File: src/rtl/aes_pkg.sv
// Shared AES decrypt constants: state width, inverse S-box, GF(2^8) helpers
// and the InvShiftRows byte-index map.
package aes_pkg;

    localparam int DATA_W_DEF = 128;

    localparam logic [7:0] INV_SBOX [256] = '{
        8'h52, 8'h09, 8'h6a, 8'hd5, 8'h30, 8'h36, 8'ha5, 8'h38, 8'hbf, 8'h40, 8'ha3, 8'h9e, 8'h81, 8'hf3, 8'hd7, 8'hfb,
        8'h7c, 8'he3, 8'h39, 8'h82, 8'h9b, 8'h2f, 8'hff, 8'h87, 8'h34, 8'h8e, 8'h43, 8'h44, 8'hc4, 8'hde, 8'he9, 8'hcb,
        8'h54, 8'h7b, 8'h94, 8'h32, 8'ha6, 8'hc2, 8'h23, 8'h3d, 8'hee, 8'h4c, 8'h95, 8'h0b, 8'h42, 8'hfa, 8'hc3, 8'h4e,
        8'h08, 8'h2e, 8'ha1, 8'h66, 8'h28, 8'hd9, 8'h24, 8'hb2, 8'h76, 8'h5b, 8'ha2, 8'h49, 8'h6d, 8'h8b, 8'hd1, 8'h25,
        8'h72, 8'hf8, 8'hf6, 8'h64, 8'h86, 8'h68, 8'h98, 8'h16, 8'hd4, 8'ha4, 8'h5c, 8'hcc, 8'h5d, 8'h65, 8'hb6, 8'h92,
        8'h6c, 8'h70, 8'h48, 8'h50, 8'hfd, 8'hed, 8'hb9, 8'hda, 8'h5e, 8'h15, 8'h46, 8'h57, 8'ha7, 8'h8d, 8'h9d, 8'h84,
        8'h90, 8'hd8, 8'hab, 8'h00, 8'h8c, 8'hbc, 8'hd3, 8'h0a, 8'hf7, 8'he4, 8'h58, 8'h05, 8'hb8, 8'hb3, 8'h45, 8'h06,
        8'hd0, 8'h2c, 8'h1e, 8'h8f, 8'hca, 8'h3f, 8'h0f, 8'h02, 8'hc1, 8'haf, 8'hbd, 8'h03, 8'h01, 8'h13, 8'h8a, 8'h6b,
        8'h3a, 8'h91, 8'h11, 8'h41, 8'h4f, 8'h67, 8'hdc, 8'hea, 8'h97, 8'hf2, 8'hcf, 8'hce, 8'hf0, 8'hb4, 8'he6, 8'h73,
        8'h96, 8'hac, 8'h74, 8'h22, 8'he7, 8'had, 8'h35, 8'h85, 8'he2, 8'hf9, 8'h37, 8'he8, 8'h1c, 8'h75, 8'hdf, 8'h6e,
        8'h47, 8'hf1, 8'h1a, 8'h71, 8'h1d, 8'h29, 8'hc5, 8'h89, 8'h6f, 8'hb7, 8'h62, 8'h0e, 8'haa, 8'h18, 8'hbe, 8'h1b,
        8'hfc, 8'h56, 8'h3e, 8'h4b, 8'hc6, 8'hd2, 8'h79, 8'h20, 8'h9a, 8'hdb, 8'hc0, 8'hfe, 8'h78, 8'hcd, 8'h5a, 8'hf4,
        8'h1f, 8'hdd, 8'ha8, 8'h33, 8'h88, 8'h07, 8'hc7, 8'h31, 8'hb1, 8'h12, 8'h10, 8'h59, 8'h27, 8'h80, 8'hec, 8'h5f,
        8'h60, 8'h51, 8'h7f, 8'ha9, 8'h19, 8'hb5, 8'h4a, 8'h0d, 8'h2d, 8'he5, 8'h7a, 8'h9f, 8'h93, 8'hc9, 8'h9c, 8'hef,
        8'ha0, 8'he0, 8'h3b, 8'h4d, 8'hae, 8'h2a, 8'hf5, 8'hb0, 8'hc8, 8'heb, 8'hbb, 8'h3c, 8'h83, 8'h53, 8'h99, 8'h61,
        8'h17, 8'h2b, 8'h04, 8'h7e, 8'hba, 8'h77, 8'hd6, 8'h26, 8'he1, 8'h69, 8'h14, 8'h63, 8'h55, 8'h21, 8'h0c, 8'h7d
    };

    // Output byte k (k = 4*col + row, byte 0 in the MSBs) comes from input byte ISR_MAP[k].
    localparam int ISR_MAP [16] = '{0, 13, 10, 7, 4, 1, 14, 11, 8, 5, 2, 15, 12, 9, 6, 3};

    function automatic logic [7:0] xtime(input logic [7:0] b);
        return {b[6:0], 1'b0} ^ (b[7] ? 8'h1b : 8'h00);
    endfunction

    function automatic logic [7:0] mul09(input logic [7:0] b);
        return xtime(xtime(xtime(b))) ^ b;
    endfunction

    function automatic logic [7:0] mul0b(input logic [7:0] b);
        return xtime(xtime(xtime(b))) ^ xtime(b) ^ b;
    endfunction

    function automatic logic [7:0] mul0d(input logic [7:0] b);
        return xtime(xtime(xtime(b))) ^ xtime(xtime(b)) ^ b;
    endfunction

    function automatic logic [7:0] mul0e(input logic [7:0] b);
        return xtime(xtime(xtime(b))) ^ xtime(xtime(b)) ^ xtime(b);
    endfunction

    // One state column, row 0 in the MSBs.
    function automatic logic [31:0] inv_mix_col(input logic [31:0] c);
        logic [7:0] a0, a1, a2, a3;
        a0 = c[31:24];
        a1 = c[23:16];
        a2 = c[15:8];
        a3 = c[7:0];
        return {mul0e(a0) ^ mul0b(a1) ^ mul0d(a2) ^ mul09(a3),
                mul09(a0) ^ mul0e(a1) ^ mul0b(a2) ^ mul0d(a3),
                mul0d(a0) ^ mul09(a1) ^ mul0e(a2) ^ mul0b(a3),
                mul0b(a0) ^ mul0d(a1) ^ mul09(a2) ^ mul0e(a3)};
    endfunction

endpackage

File: src/rtl/inv_sbox.sv
// Combinational AES inverse S-box lookup.
module inv_sbox
    import aes_pkg::*;
(
    input  logic [7:0] value,
    output logic [7:0] result
);

    assign result = INV_SBOX[value];

endmodule

File: src/rtl/inv_round.sv
// Pipelined AES inverse round: InvShiftRows, InvSubBytes, AddRoundKey, InvMixColumns,
// one register stage each. Define INV_ROUND_LAST_EN to add the last_round bypass port.
module inv_round
    import aes_pkg::*;
#(
    parameter int DATA_W = DATA_W_DEF  // only 128 is meaningful
)
(
    input  logic              clk,
    input  logic              reset,
    input  logic              data_valid_in,
    input  logic              key_valid_in,
    input  logic [DATA_W-1:0] data_in,
    input  logic [DATA_W-1:0] round_key,
`ifdef INV_ROUND_LAST_EN
    input  logic              last_round,
`endif
    output logic              valid_out,
    output logic [DATA_W-1:0] data_out,
    output logic              key_err
);

    logic              accept;
    logic              last_in;
    logic [DATA_W-1:0] isr;
    logic [DATA_W-1:0] isb;
    logic [DATA_W-1:0] imc;

    logic              s1_valid, s2_valid, s3_valid;
    logic [DATA_W-1:0] s1_data, s2_data, s3_data;
    logic [DATA_W-1:0] s1_key, s2_key;
    logic              s1_last, s2_last, s3_last;

    assign accept = data_valid_in & key_valid_in;

`ifdef INV_ROUND_LAST_EN
    assign last_in = last_round;
`else
    assign last_in = 1'b0;
`endif

    for (genvar k = 0; k < 16; k++) begin : g_byte
        assign isr[DATA_W-1-8*k -: 8] = data_in[DATA_W-1-8*ISR_MAP[k] -: 8];

        inv_sbox u_inv_sbox (
            .value  (s1_data[DATA_W-1-8*k -: 8]),
            .result (isb[DATA_W-1-8*k -: 8])
        );
    end

    for (genvar c = 0; c < 4; c++) begin : g_col
        assign imc[DATA_W-1-32*c -: 32] = inv_mix_col(s3_data[DATA_W-1-32*c -: 32]);
    end

    // Key and last_round travel with their state so a key change never hits in-flight data.
    always_ff @(posedge clk or posedge reset) begin
        if (reset) begin
            s1_valid  <= 1'b0;
            s2_valid  <= 1'b0;
            s3_valid  <= 1'b0;
            valid_out <= 1'b0;
            key_err   <= 1'b0;
            s1_data   <= '0;
            s2_data   <= '0;
            s3_data   <= '0;
            s1_key    <= '0;
            s2_key    <= '0;
            s1_last   <= 1'b0;
            s2_last   <= 1'b0;
            s3_last   <= 1'b0;
            data_out  <= '0;
        end else begin
            s1_valid  <= accept;
            s2_valid  <= s1_valid;
            s3_valid  <= s2_valid;
            valid_out <= s3_valid;
            key_err   <= data_valid_in & ~key_valid_in;
            if (accept) begin
                s1_data <= isr;
                s1_key  <= round_key;
                s1_last <= last_in;
            end
            if (s1_valid) begin
                s2_data <= isb;
                s2_key  <= s1_key;
                s2_last <= s1_last;
            end
            if (s2_valid) begin
                s3_data <= s2_data ^ s2_key;
                s3_last <= s2_last;
            end
            if (s3_valid) begin
                data_out <= s3_last ? s3_data : imc;
            end
        end
    end

endmodule

File: config.mk
export PLATFORM = sky130hd
export DESIGN_NAME = inv_round
export DESIGN_NICKNAME = d
export VERILOG_FILES = /design/src/rtl/aes_pkg.sv /design/src/rtl/inv_sbox.sv /design/src/rtl/inv_round.sv
export SDC_FILE = /design/constraint.sdc
export NUM_CORES = 2
export LEC_CHECK = 0
export ABC_CLOCK_PERIOD_IN_PS = 32400
export CAP_MARGIN = 25
export CORE_UTILIZATION = 50
export CTS_BUF_LIST = sky130_fd_sc_hd__clkbuf_8
export CTS_CLUSTER_SIZE = 14
export DETAILED_ROUTE_END_ITERATION = 16
export PLACE_DENSITY = 0.68
export SETUP_SLACK_MARGIN = 0.3
export SYNTH_ARGS = -nofsm -noshare
export SYNTH_HDL_FRONTEND = slang
export SYNTH_SLANG_ARGS = --single-unit
File: constraint.sdc
create_clock -name clk -period 32.4 [get_ports clk]
set_input_delay 6.48 -clock clk [delete_from_list [all_inputs] [get_ports clk]]
set_output_delay 6.48 -clock clk [all_outputs]
set_load 0.02 [all_outputs]
Word level (Yosys, flattened, before mapping)
Memories as Yosys holds them, arrays and structs flattened. A register that Yosys moved wholly into a read port is not among the register bits.
Cells that the tools add are included.
W data, S select, Z words.
- mux-type cells: 48
- bitwise gates (word level): 212
- operators by type and width (kind ; number):
    $xor A8 B8 Y8 ; 151
    $xor A8 B5 Y8 ; 41
    $mux W5 ; 48
    $not A8 Y9 ; 16
    $xor A128 B128 Y128 ; 1
    $and A1 B1 Y1 ; 2
    $not A1 Y1 ; 1
- flip-flop bits (word level): 645
- bits in read-only memories: 32768
- input port bits: 260
- output and inout port bits: 130
- word-level logic and storage cells: 286
- memories kept: 16
- memories (name ; depth ; width ; rd ports ; clocked after Yosys merged registers in ; wr ports ; line ; text):
    (name not given) ; 256 ; 8 ; 1 ; 1 ; 0 ; inv_sbox.sv:9 ; assign result = INV_SBOX[value];
    (name not given) ; 256 ; 8 ; 1 ; 1 ; 0 ; inv_sbox.sv:9 ;
    (name not given) ; 256 ; 8 ; 1 ; 1 ; 0 ; inv_sbox.sv:9 ;
    (name not given) ; 256 ; 8 ; 1 ; 1 ; 0 ; inv_sbox.sv:9 ;
    (name not given) ; 256 ; 8 ; 1 ; 1 ; 0 ; inv_sbox.sv:9 ;
    (name not given) ; 256 ; 8 ; 1 ; 1 ; 0 ; inv_sbox.sv:9 ;
    10 more memories ; n/a ; n/a ; n/a ; n/a ; n/a ; n/a ;

Longest topological paths before layout
- depth in word-level cells: 11
- depth in mapped cells: 13
- gate-level depth less buffers: 9

By module
Synthesis repeated with hierarchy kept, for this count alone.
- cell total of the unflattened synthesis: 11432
- area, all modules: 91652.9 um2
- by module, submodules not included (module ; instances ; cells an instance ; area each (um2) ; sequential area each (um2)):
    inv_round ; 1 ; 2797 ; 37329.6 ; 19343.6
    inv_sbox (g_byte[1].u_inv_sbox ...) ; 9 ; 545 ; 3368.2 ; 0.0
    inv_sbox (g_byte[0].u_inv_sbox ...) ; 6 ; 531 ; 3454.6 ; 0.0
    inv_sbox (g_byte[15].u_inv_sbox) ; 1 ; 544 ; 3281.9 ; 0.0

Least setup slack after synthesis
OpenSTA, ideal clock, no wires.
- path kind: input -> register
- from: input data_valid_in
- to: register s1_key[10]
- library setup time: 0.125 ns
- data arrival time: 7.695 ns
- required time: 32.275 ns
- setup slack: 24.580 ns
- stages: 5
- path buffers: 3
- cell sequence: and2_1 > clkbuf_1 > clkbuf_1 > buf_1 > mux2_2
- cells in the longest elaborated chain, start to end: 1
- RTL lines (item ; line ; text):
    from (decl) ; inv_round.sv:11 ; input logic data_valid_in,
    $and A1 B1 Y1 ; inv_round.sv:34 ; assign accept = data_valid_in & key_valid_in;
    to (signal assigned) ; inv_round.sv:80 ; s1_key <= round_key;
    to (decl) ; inv_round.sv:31 ; logic [DATA_W-1:0] s1_key, s2_key;
No other way between the ends.
A chain may end at the register's enable or synchronous reset.

==> impl_metrics.tcl <==
set metrics [dict create \
    clockPowerShare_pct 10.6 \
    cp_max_fo 121 \
    antenna_found_initial 23 \
    cts_tree "yes" \
    die_h_um 427 \
    switchingPower_w 0.00529 \
    critPathLaunchType "primary input" \
    netSwitchingFraction_pct 53.1 \
    io_pins 390 \
    ys_types 97 \
    ys.flop_type "dfrtp_1" \
    maxSlewHeadroom_pct 21.3 \
    clock_sinks 773 \
    p_comb_share_pct 72.3 \
    cts_root_buf "clkbuf_8" \
    p_leak_nw 35.5 \
    fmax_ghz 0.105 \
    grt_remaining_overflow 0 \
    yosysMostFrequentCell "nand2_1" \
    drive_gt1_share_pct 10.4 \
    post-route-min-period_ns 9.57 \
    clk_latency_ns 0.98 \
    endpoint "s1_data[74]$_DFFE_PP0P_" \
    syn_inst 11800 \
    hold_viol_final 0 \
    grt_start_max_net_pins 143 \
    port_buffers 389 \
    place_area_um2 93000 \
    drt-initial-drc-count 18000 \
    synth_area_leaders "dfrtp_1 (21%), xnor2_1 (7.3%), a21oi_1 (5.6%)" \
    maxCapViolCount 0 \
    dp_slack_ns 21.63 \
    finalSetupViolCount 0 \
    first_pass_iters 9 \
    ff2ff_path_depth 10 \
    hpwl_um 268000 \
    row_count 155 \
    syn2layout_area_growth_pct 6.82 \
    cts_made_buffers 146 \
    startpoint "reset" \
    synth_top_area_share_pct 21.4 \
    syn_nets 12400 \
    hold_class "flop to flop" \
    ir_drop_mv 0.189 \
    arrival_ns 10.50 \
    fin_nets 11800 \
    required_ns 33.34 \
    worst_slew_pin_slew_ns 1.17 \
    finalWirelength_um 392000 \
    pwr-share-seq_pct 17.2 \
    dr_total_vias 97500 \
    r2r_slack_ns 28.17 \
    cts_setup_buffers 0 \
    r2r_start "s1_data[49]$_DFFE_PP0P_" \
    synth-edff-count 0 \
    initial_core_util_pct 50.4 \
    stdcell_area_um2 96400 \
    gp_congestion 1.03 \
    vias_per_cell 7.11 \
    first_global_vias 89300 \
    seq_area_frac_synth_pct 21.4 \
    setup_tns_ns 0 \
    synth_common_cells "nand2_1 (1031), a21oi_1 (1012), nor2_1 (892), o21ai_0 (884), clkbuf_1 (824)" \
    criticalPathCategory "primary input to asynchronous set/reset pin" \
    fp.dieArea_um2 182000 \
    syn-cell-area_um2 90200 \
    endpoint_kind "asynchronous set/reset pin" \
    die_x_um 427 \
    htreeDepth 4 \
    reg2reg_to "s2_data[52]$_DFFE_PP0P_" \
    fin_ws_ns 22.83 \
    avgSynthCellArea_um2 7.64 \
    intPower_w 0.00468 \
    synthArstFlopShare_pct 100 \
    cts_resized 0 \
    grt_pass1_wl_um 585000 \
    grt_setup_unrepaired "no" \
    clock_skew_ns 0.0695 \
    path_clk_slew_ns 0.06 \
    drc 0 \
    powerDensity_nw_per_um2 103 \
    ant_nets 0 \
    yosys.area.top_type "dfrtp_1" \
    routedWlPerCell_um 28.6 \
    max-clock-path-buffers 3 \
    status "finished, final reports clean" \
    synth-warning-count 0 \
    holdBufCountCts 0 \
    slew_viol_final 0 \
    core-area_um2 179000 \
    finalCritPeriodShare_pct 29.5 \
    grtUsageTotal_pct 41.3 \
    synth-seq-cells 773 \
]
[state kept, by name, summed over array words and instances (netlist names)]
| register | cells |
|---|---|
| data_out | 128 |
| key_err | 1 |
| s1_data | 128 |
| s1_key | 128 |
| s1_valid | 1 |
| s2_data | 128 |
| s2_key | 128 |
| s2_valid | 1 |
| s3_data | 128 |
| s3_valid | 1 |
| valid_out | 1 |
[layout make-up]
class,instances,area [um^2]
well taps,2355,2950
repair buffers,562,5280
fillers,17000,82400
inverters,174,663
clock buffers,181,2490
multi-input cells,9553,64800
flip-flops and latches,773,19500
diodes,11,27.5
clock inverters,89,707
[worst max-delay path, cell delays in order]
cell,delay [ns]
clkdlybuf4s50_1,0.49
inv_8,0.52
buf_12,0.50
buf_4,0.69
buf_4,0.73
buf_4,0.70
[stage by stage]
step           hold slack, ns  util (%)  instances  power, W
2_1_floorplan           0.352         -      11800   0.00630
5_1_grt                 0.507      53.9      13700    0.0104
3_5_place_dp            0.482      52.0      13400   0.00867
6_report                0.491      53.9      13700   0.00997
3_3_place_gp            0.475      52.0      13400   0.00865
4_1_cts                 0.495      53.8      13700   0.00977
[layer usage]
metal	vias up	track usage, %	routed length (um)
li1	42300	-	-
met1	46200	55.0	151000
met2	7465	61.2	168000
met3	1494	9.42	45800
met4	18	23.6	27500
met5	-	0	122
[layout by cell type (no fill, tap or decap), types with 55 or more instances in the layout]
cell type           n
clkdlybuf4s50_1   389
mux2_2            401
a211oi_1          251
o21ai_0           884
nor2b_1           280
a311oi_1          190
nand2_1          1031
and3_1             66
o22ai_1            56
nand2b_1          282
nor2_1            892
o31ai_1           110
mux2i_1            55
a221oi_1           77
and2_1             89
a311o_1            56
inv_1             174
mux4_2            102
a21oi_1          1012
o311a_1            58
buf_4             166
clkbuf_8          181
xor2_1            173
a21o_1             59
dfrtp_1           719
a211o_1            88
o311ai_0          139
nand3_1           252
o211ai_1          235
xnor2_1           747
a31oi_1           279
nor3_1            346
or2_2              79
ha_1              316
o221ai_1           70
or3_1              62
[how the worst min path moves through the flow]
stage                                        start                  endpoint  cells past startpoint
after floorplan                 s3_valid$_DFF_PP0_       valid_out$_DFF_PP0_                      0
after global placement    data_out[80]$_DFFE_PP0P_  data_out[80]$_DFFE_PP0P_                      2
after detailed placement  data_out[80]$_DFFE_PP0P_  data_out[80]$_DFFE_PP0P_                      2
after CTS                 data_out[80]$_DFFE_PP0P_  data_out[80]$_DFFE_PP0P_                      2
after global routing       s2_data[74]$_DFFE_PP0P_   s2_data[74]$_DFFE_PP0P_                      1
final                     data_out[80]$_DFFE_PP0P_  data_out[80]$_DFFE_PP0P_                      2
[power groups by stage]
stage	Combinational, W	Clock (W)	Sequential (W)
floorplan	0.00476	0	0.00154
global placement	0.00694	0	0.00171
detailed placement	0.00695	0	0.00172
CTS	0.00699	0.00108	0.00170
global route	0.00752	0.00112	0.00174
finish	0.00720	0.00105	0.00171
[logic make-up (layout without fill, tap and decap cells)]
family,count (synthesis),count (layout),synth area share (%)
AOI/OAI and AO/OA,4123,4123,30.3
xor gates and xnor gates,985,985,10.2
adders and majority gates,316,316,4.38
buffers and inverters,1482,1006,6.74
DFF,773,773,21.4
muxes,561,561,8.21
other,0,11,0
and+or+nand+nor,3568,3568,18.8
(Power assumes the default switching activity.)
